<file path="src/rtl/if_stage_controller_if.sv">
// Fetch-stage bundle: hazard/branch requests and instruction memory in,
// PC, IF/ID contents, ID/EX bubble request, counters and error flags out.
interface if_stage_controller_if #(
    parameter int CNT_W = 32
);
    logic              stall;
    logic              pc_write_zero;
    logic              IFID_pipeline_write_zero;
    logic              branch_taken_E;
    logic [31:0]       branch_target_E;
    logic              imem_valid;
    logic [31:0]       imem_rdata;
    logic [31:0]       imem_addr;
    logic [31:0]       pc_F;
    logic [31:0]       instr_D;
    logic [31:0]       pc_D;
    logic              valid_D;
    logic              idex_flush;
    logic [CNT_W-1:0]  stall_cnt;
    logic [CNT_W-1:0]  flush_cnt;
    logic [CNT_W-1:0]  imem_wait_cnt;
    logic              protocol_err;
    logic              misalign_err;

    modport master (
        output stall, pc_write_zero, IFID_pipeline_write_zero,
        output branch_taken_E, branch_target_E, imem_valid, imem_rdata,
        input  imem_addr, pc_F, instr_D, pc_D, valid_D, idex_flush,
        input  stall_cnt, flush_cnt, imem_wait_cnt, protocol_err, misalign_err
    );

    modport slave (
        input  stall, pc_write_zero, IFID_pipeline_write_zero,
        input  branch_taken_E, branch_target_E, imem_valid, imem_rdata,
        output imem_addr, pc_F, instr_D, pc_D, valid_D, idex_flush,
        output stall_cnt, flush_cnt, imem_wait_cnt, protocol_err, misalign_err
    );
endinterface

</file>
<file path="src/rtl/if_stage_controller.sv">
// Fetch-side controller: owns the PC and IF/ID register, applies hazard holds
// and EX redirects, requests the ID/EX bubble, and keeps protocol statistics.
module if_stage_controller #(
    parameter logic [31:0] RESET_PC  = 32'h0000_0000,
    parameter logic [31:0] NOP_INSTR = 32'h0000_0013,
    parameter int          CNT_W     = 32
) (
    input  logic                 clk,
    input  logic                 reset,
    if_stage_controller_if.slave bus
);

    logic [31:0]      pc_p0;
    logic [31:0]      instr_p1;
    logic [31:0]      pc_p1;
    logic             vld_p1;
    logic [CNT_W-1:0] stall_cnt_q;
    logic [CNT_W-1:0] flush_cnt_q;
    logic [CNT_W-1:0] wait_cnt_q;
    logic             protocol_err_q;
    logic             misalign_err_q;

    logic             redirect;
    logic             hazard_disagree;
    logic             stall_counted;
    logic             wait_counted;

    function automatic logic [CNT_W-1:0] sat_inc(input logic [CNT_W-1:0] c);
        return (&c) ? c : c + {{(CNT_W-1){1'b0}}, 1'b1};
    endfunction

    always_comb begin
        redirect        = bus.branch_taken_E;
        hazard_disagree = !redirect &&
                          !((bus.stall == bus.pc_write_zero) &&
                            (bus.pc_write_zero == bus.IFID_pipeline_write_zero));
        stall_counted   = bus.stall && !redirect;
        wait_counted    = !bus.imem_valid && !redirect && !bus.pc_write_zero;
    end

    // Fetch stage: PC register
    always_ff @(posedge clk) begin
        if (reset) begin
            pc_p0 <= RESET_PC;
        end else if (redirect) begin
            pc_p0 <= {bus.branch_target_E[31:2], 2'b00};
        end else if (!bus.pc_write_zero && bus.imem_valid) begin
            pc_p0 <= pc_p0 + 32'd4;
        end
    end

    // IF/ID boundary: an empty fetch or a redirect leaves a bubble behind
    always_ff @(posedge clk) begin
        if (reset || redirect) begin
            instr_p1 <= NOP_INSTR;
            pc_p1    <= 32'd0;
            vld_p1   <= 1'b0;
        end else if (!bus.IFID_pipeline_write_zero) begin
            if (bus.imem_valid) begin
                instr_p1 <= bus.imem_rdata;
                pc_p1    <= pc_p0;
                vld_p1   <= 1'b1;
            end else begin
                instr_p1 <= NOP_INSTR;
                pc_p1    <= 32'd0;
                vld_p1   <= 1'b0;
            end
        end
    end

    always_ff @(posedge clk) begin
        if (reset) begin
            stall_cnt_q    <= '0;
            flush_cnt_q    <= '0;
            wait_cnt_q     <= '0;
            protocol_err_q <= 1'b0;
            misalign_err_q <= 1'b0;
        end else begin
            if (stall_counted) stall_cnt_q <= sat_inc(stall_cnt_q);
            if (redirect)      flush_cnt_q <= sat_inc(flush_cnt_q);
            if (wait_counted)  wait_cnt_q  <= sat_inc(wait_cnt_q);
            if (hazard_disagree) protocol_err_q <= 1'b1;
            if (redirect && (bus.branch_target_E[1:0] != 2'b00)) misalign_err_q <= 1'b1;
        end
    end

    assign bus.imem_addr     = pc_p0;
    assign bus.pc_F          = pc_p0;
    assign bus.instr_D       = instr_p1;
    assign bus.pc_D          = pc_p1;
    assign bus.valid_D       = vld_p1;
    assign bus.idex_flush    = !reset && (bus.stall || redirect);
    assign bus.stall_cnt     = stall_cnt_q;
    assign bus.flush_cnt     = flush_cnt_q;
    assign bus.imem_wait_cnt = wait_cnt_q;
    assign bus.protocol_err  = protocol_err_q;
    assign bus.misalign_err  = misalign_err_q;

endmodule

</file>
<file path="src/flat_wrapper.sv">
// flat-port wrapper written by rule: the top's interface ports become plain ports
module if_stage_controller_flat 
#(
    parameter logic [31:0] RESET_PC  = 32'h0000_0000,
    parameter logic [31:0] NOP_INSTR = 32'h0000_0013,
    parameter int          CNT_W     = 32
)
  (clk, reset, bus_stall, bus_pc_write_zero, bus_IFID_pipeline_write_zero, bus_branch_taken_E, bus_branch_target_E, bus_imem_valid, bus_imem_rdata, bus_imem_addr, bus_pc_F, bus_instr_D, bus_pc_D, bus_valid_D, bus_idex_flush, bus_stall_cnt, bus_flush_cnt, bus_imem_wait_cnt, bus_protocol_err, bus_misalign_err);
  if_stage_controller_if #(.CNT_W(CNT_W)) bus_i ();
  input  logic clk;
  input  logic reset;
  input wire logic [$bits(bus_i.stall)-1:0] bus_stall;
  input wire logic [$bits(bus_i.pc_write_zero)-1:0] bus_pc_write_zero;
  input wire logic [$bits(bus_i.IFID_pipeline_write_zero)-1:0] bus_IFID_pipeline_write_zero;
  input wire logic [$bits(bus_i.branch_taken_E)-1:0] bus_branch_taken_E;
  input wire logic [$bits(bus_i.branch_target_E)-1:0] bus_branch_target_E;
  input wire logic [$bits(bus_i.imem_valid)-1:0] bus_imem_valid;
  input wire logic [$bits(bus_i.imem_rdata)-1:0] bus_imem_rdata;
  output wire logic [$bits(bus_i.imem_addr)-1:0] bus_imem_addr;
  output wire logic [$bits(bus_i.pc_F)-1:0] bus_pc_F;
  output wire logic [$bits(bus_i.instr_D)-1:0] bus_instr_D;
  output wire logic [$bits(bus_i.pc_D)-1:0] bus_pc_D;
  output wire logic [$bits(bus_i.valid_D)-1:0] bus_valid_D;
  output wire logic [$bits(bus_i.idex_flush)-1:0] bus_idex_flush;
  output wire logic [$bits(bus_i.stall_cnt)-1:0] bus_stall_cnt;
  output wire logic [$bits(bus_i.flush_cnt)-1:0] bus_flush_cnt;
  output wire logic [$bits(bus_i.imem_wait_cnt)-1:0] bus_imem_wait_cnt;
  output wire logic [$bits(bus_i.protocol_err)-1:0] bus_protocol_err;
  output wire logic [$bits(bus_i.misalign_err)-1:0] bus_misalign_err;
  assign bus_i.stall = bus_stall;
  assign bus_i.pc_write_zero = bus_pc_write_zero;
  assign bus_i.IFID_pipeline_write_zero = bus_IFID_pipeline_write_zero;
  assign bus_i.branch_taken_E = bus_branch_taken_E;
  assign bus_i.branch_target_E = bus_branch_target_E;
  assign bus_i.imem_valid = bus_imem_valid;
  assign bus_i.imem_rdata = bus_imem_rdata;
  assign bus_imem_addr = bus_i.imem_addr;
  assign bus_pc_F = bus_i.pc_F;
  assign bus_instr_D = bus_i.instr_D;
  assign bus_pc_D = bus_i.pc_D;
  assign bus_valid_D = bus_i.valid_D;
  assign bus_idex_flush = bus_i.idex_flush;
  assign bus_stall_cnt = bus_i.stall_cnt;
  assign bus_flush_cnt = bus_i.flush_cnt;
  assign bus_imem_wait_cnt = bus_i.imem_wait_cnt;
  assign bus_protocol_err = bus_i.protocol_err;
  assign bus_misalign_err = bus_i.misalign_err;
  if_stage_controller #(.RESET_PC(RESET_PC), .NOP_INSTR(NOP_INSTR), .CNT_W(CNT_W)) u_core (.clk(clk), .reset(reset), .bus(bus_i));
endmodule
</file>
<file path="config.mk">
export PLATFORM = sky130hd
export DESIGN_NAME = if_stage_controller_flat
export DESIGN_NICKNAME = d
export VERILOG_FILES = /design/src/rtl/if_stage_controller_if.sv /design/src/rtl/if_stage_controller.sv /design/src/flat_wrapper.sv
export SDC_FILE = /design/constraint.sdc
export NUM_CORES = 1
export LEC_CHECK = 0
export CAP_MARGIN = 20
export CELL_PAD_IN_SITES_DETAIL_PLACEMENT = 1
export CELL_PAD_IN_SITES_GLOBAL_PLACEMENT = 1
export CORE_UTILIZATION = 30
export CTS_BUF_LIST = sky130_fd_sc_hd__clkbuf_16
export DETAILED_ROUTE_END_ITERATION = 7
export GPL_TIMING_DRIVEN = 1
export PLACE_DENSITY_LB_ADDON = 0.1
export SYNTH_ARGS = -nofsm -noshare
export SYNTH_HDL_FRONTEND = slang
export SYNTH_SLANG_ARGS = --single-unit
export TNS_END_PERCENT = 1
</file>
<file path="constraint.sdc">
create_clock -name clk -period 2.2 [get_ports clk]
set_input_delay 0.44 -clock clk [delete_from_list [all_inputs] [get_ports clk]]
set_output_delay 0.44 -clock clk [all_outputs]
set_load 0.05 [all_outputs]
</file>
==> impl_results.md <==
- Hold EP: u_core.bus.imem_wait_cnt[0]
- FF-to-FF End: u_core.bus.flush_cnt[30]
- #FFs+latches synth: 191
- Worst skew pair latency: 440 ps
- Synth cell types: 62
- RePlAce Congestion: 0.814
- Drt wl/cell: 17.6 µm
- Status: finished, final reports clean
- Cell area after layout: 0.0141 mm²
- Fin Hold WS: 393 ps
- Met2 Track Usage GR: 37.6%
- Largest net degree at the start of global routing: 49
- Initial core utilization: 30.6%
- WP data required: 1760 ps
- Crit path DAT: 1730 ps
- Top FF cell, synth: dfxtp_1
- First-pass GRT wire length: 52000 µm
- Root Buffer: clkbuf_16
- Post-synthesis cell area: 0.00911 mm²
- GRT overflow: 0
- Clock sink count: 191
- Pre-antenna DRT Iters: 5
- CTS buffer count: 17
- Period utilization: 98.5%
- Power per Cell Area: 572 mW/mm²
- Critical path class: in -> out
- Commonest non-fill, non-tap cell in the layout: clkdlybuf4s50_1
- Initial antenna violation count: 3
- Vias in the first global route: 9859
- DR DRC count: 0
- Final ANT Viol Nets: 0
- Average vias per placed instance: 5.13
- RSZ-0062 raised after global routing: true
- Max_cap viols: 0
- Layout cells sized above 1: 17.7%
- Most frequent cells in the layout: 186 x clkdlybuf4s50_1, 168 x buf_4, 167 x dfxtp_1
- Crit path capture type: output port
- DIE HEIGHT: 176 µm
- Synth-to-layout area growth: 54.6%
- Share of the yosys chip area belonging to registers: 42.0%
- Worst reg2reg path depth: 6
- Gr busiest metal: met2
- Tightest Hold Check Type: in -> reg
- CORE AREA: 0.0298 mm²
- Final hold violations: 0
- Crit Path Max Fanout: 12
- Least-Margin Pin Slew: 585 ps
- Initial DRC Count: 338
- CTS H-tree depth: 4
- Synthesized area per cell: 8.31 µm²
- R2r setup slk: 30 ps
- Reg2Reg Launch Point: u_core.bus.flush_cnt[17]
- Hold Path Cell Cnt: 2
- WL final: 33100 µm
- Fin crit period: 2170 ps
- Rows: 63
- Number of flops mapped to enable cells by yosys: 0
- Number of port buffers: 292
- Power Total: 8.05 mW
- Die area: 0.0311 mm²
- Die X-Extent: 176 µm
- LEAKAGE: 6.07 nW
- Fin. max-slew vios: 0
- Post-synth top area share: 42.0%
- Crit start category: input port
- GRT Util Overall: 21.1%
- Hpwl dp: 24500 µm
- CTS tree: yes
- Slew HR: 60.9%
- Synth area leader: dfxtp_1
- Met3 Use GR: 3.81%
- Clock Pin Slew Worst Setup and Hold Paths: 70 ps
- Ranking of synthesized cells by area: dfxtp_1 42%, nor2_1 6.7%, xnor2_1 4.7%
- Synthesized instance count: 1096
- Hold path start: reset
- Skew final: 14.6 ps
- GR Util met1: 25.8%
- Fmax: 0.461 GHz
- Vias: 9659
- I/O pins: 299
- Clk buf depth: 2
- VDD IR max: 0.379 mV
- Layout Nets: 1553
- Fraction of registers with async set/reset: 0%
- Yosys synthesis warning count: 0
- Setup violators final: 0
- Post-DP Area: 0.0133 mm²
## how the worst max path moves through the flow
| stage | from | end | slack, ps | cells after the start |
|---|---|---|---|---|
| 2_1_floorplan | u_core.bus.imem_wait_cnt[18] | u_core.bus.imem_wait_cnt[15] | -180 | 6 |
| 3_3_place_gp | bus_imem_valid | u_core.bus.imem_wait_cnt[14] | -460 | 7 |
| 3_5_place_dp | bus_imem_valid | u_core.bus.imem_wait_cnt[14] | -500 | 7 |
| 4_1_cts | u_core.bus.flush_cnt[19] | bus_flush_cnt[19] | 0.1 | 2 |
| 5_1_grt | u_core.bus.imem_wait_cnt[0] | u_core.bus.imem_wait_cnt[27] | -40 | 7 |
| 6_report | bus_branch_taken_E | bus_idex_flush | 30 | 6 |
## layout make-up
class | instances | area [µm²]
fill | 3525 | 15700
multi-input combinational | 789 | 4780
clock inverter | 15 | 180
inverter | 23 | 86.3
sequential | 191 | 3850
antenna | 3 | 7.51
clock buffer | 17 | 425
timing repair buffer | 456 | 4270
tap | 390 | 488
## per-stage QoR
| stage | util [%] | instances | setup slack (ps) | TNS (ps) |
|---|---|---|---|---|
| 2_1_floorplan | - | 1101 | -181 | -3080 |
| 3_3_place_gp | 44.7 | 1847 | -458 | -9990 |
| 5_1_grt | 47.3 | 1882 | -43.0 | -119 |
| 4_1_cts | 46.6 | 1879 | 0.117 | 0 |
| 6_report | 47.3 | 1884 | 32.8 | 0 |
| 3_5_place_dp | 44.7 | 1847 | -502 | -12440 |
## state kept, by name, indices dropped and copies added, names as in the netlist
signal	cells
u_core.bus.imem_addr	30
u_core.bus.flush_cnt	32
u_core.bus.protocol_err	1
u_core.bus.misalign_err	1
u_core.bus.imem_wait_cnt	32
u_core.bus.valid_D	1
u_core.bus.pc_D	30
u_core.bus.stall_cnt	32
u_core.bus.instr_D	32
## logic make-up (layout without fill, tap and decap cells)
kind of cell               count (synthesis)  after routing  share of synthesized area [%]
and+or+nand+nor                          488            488                           28.2
AOI/OAI and AO/OA                        212            212                           14.9
DFF                                      191            191                           42.0
buffers and inverters                    121            511                           6.52
xor gates and xnor gates                  66             66                           6.34
muxes                                     13             13                           1.54
adders and majority gates                  4              4                          0.549
other                                      1              9                         0.0412
## critical path, stage by stage
cell	delay, ps
clkdlybuf4s50_1	480
buf_4	210
buf_4	160
nor2_1	50
nor2_2	220
buf_12	180
## power breakdown
part	leakage [nW]	switching, mW	internal (mW)
clock	0.297	1.50	1.81
combinational	4.21	0.727	0.426
sequential	1.56	0.0647	3.52
## metal layers
layer | vias to the layer above | routed length, µm
met3 | 25 | 1430
met1 | 4724 | 14800
met2 | 215 | 16500
met5 | - | 13
met4 | 2 | 345
li1 | 4693 | -
## synth_stat cells, types with 23 or more instances
master,n
a22oi_1,31
clkbuf_1,50
a21oi_1,82
dfxtp_1,191
or3_1,27
a211oi_1,26
nor2_1,163
nand3_1,40
buf_4,36
xnor2_1,49
nand4_1,45
nand2_1,53
nor3_1,24
and3_1,40
inv_1,23
nor4_1,25
o21ai_0,29
## what timing repair did
| action | in CTS | in global routing |
|---|---|---|
| buffers inserted | 0 | 2 |
| hold buffers | 0 | 0 |
| pin swaps | 0 | 4 |
| gates resized for setup | 48 | 64 |
| setup endpoints to repair | 54 | 68 |
Note: power is estimated with default switching activity, not from simulation.
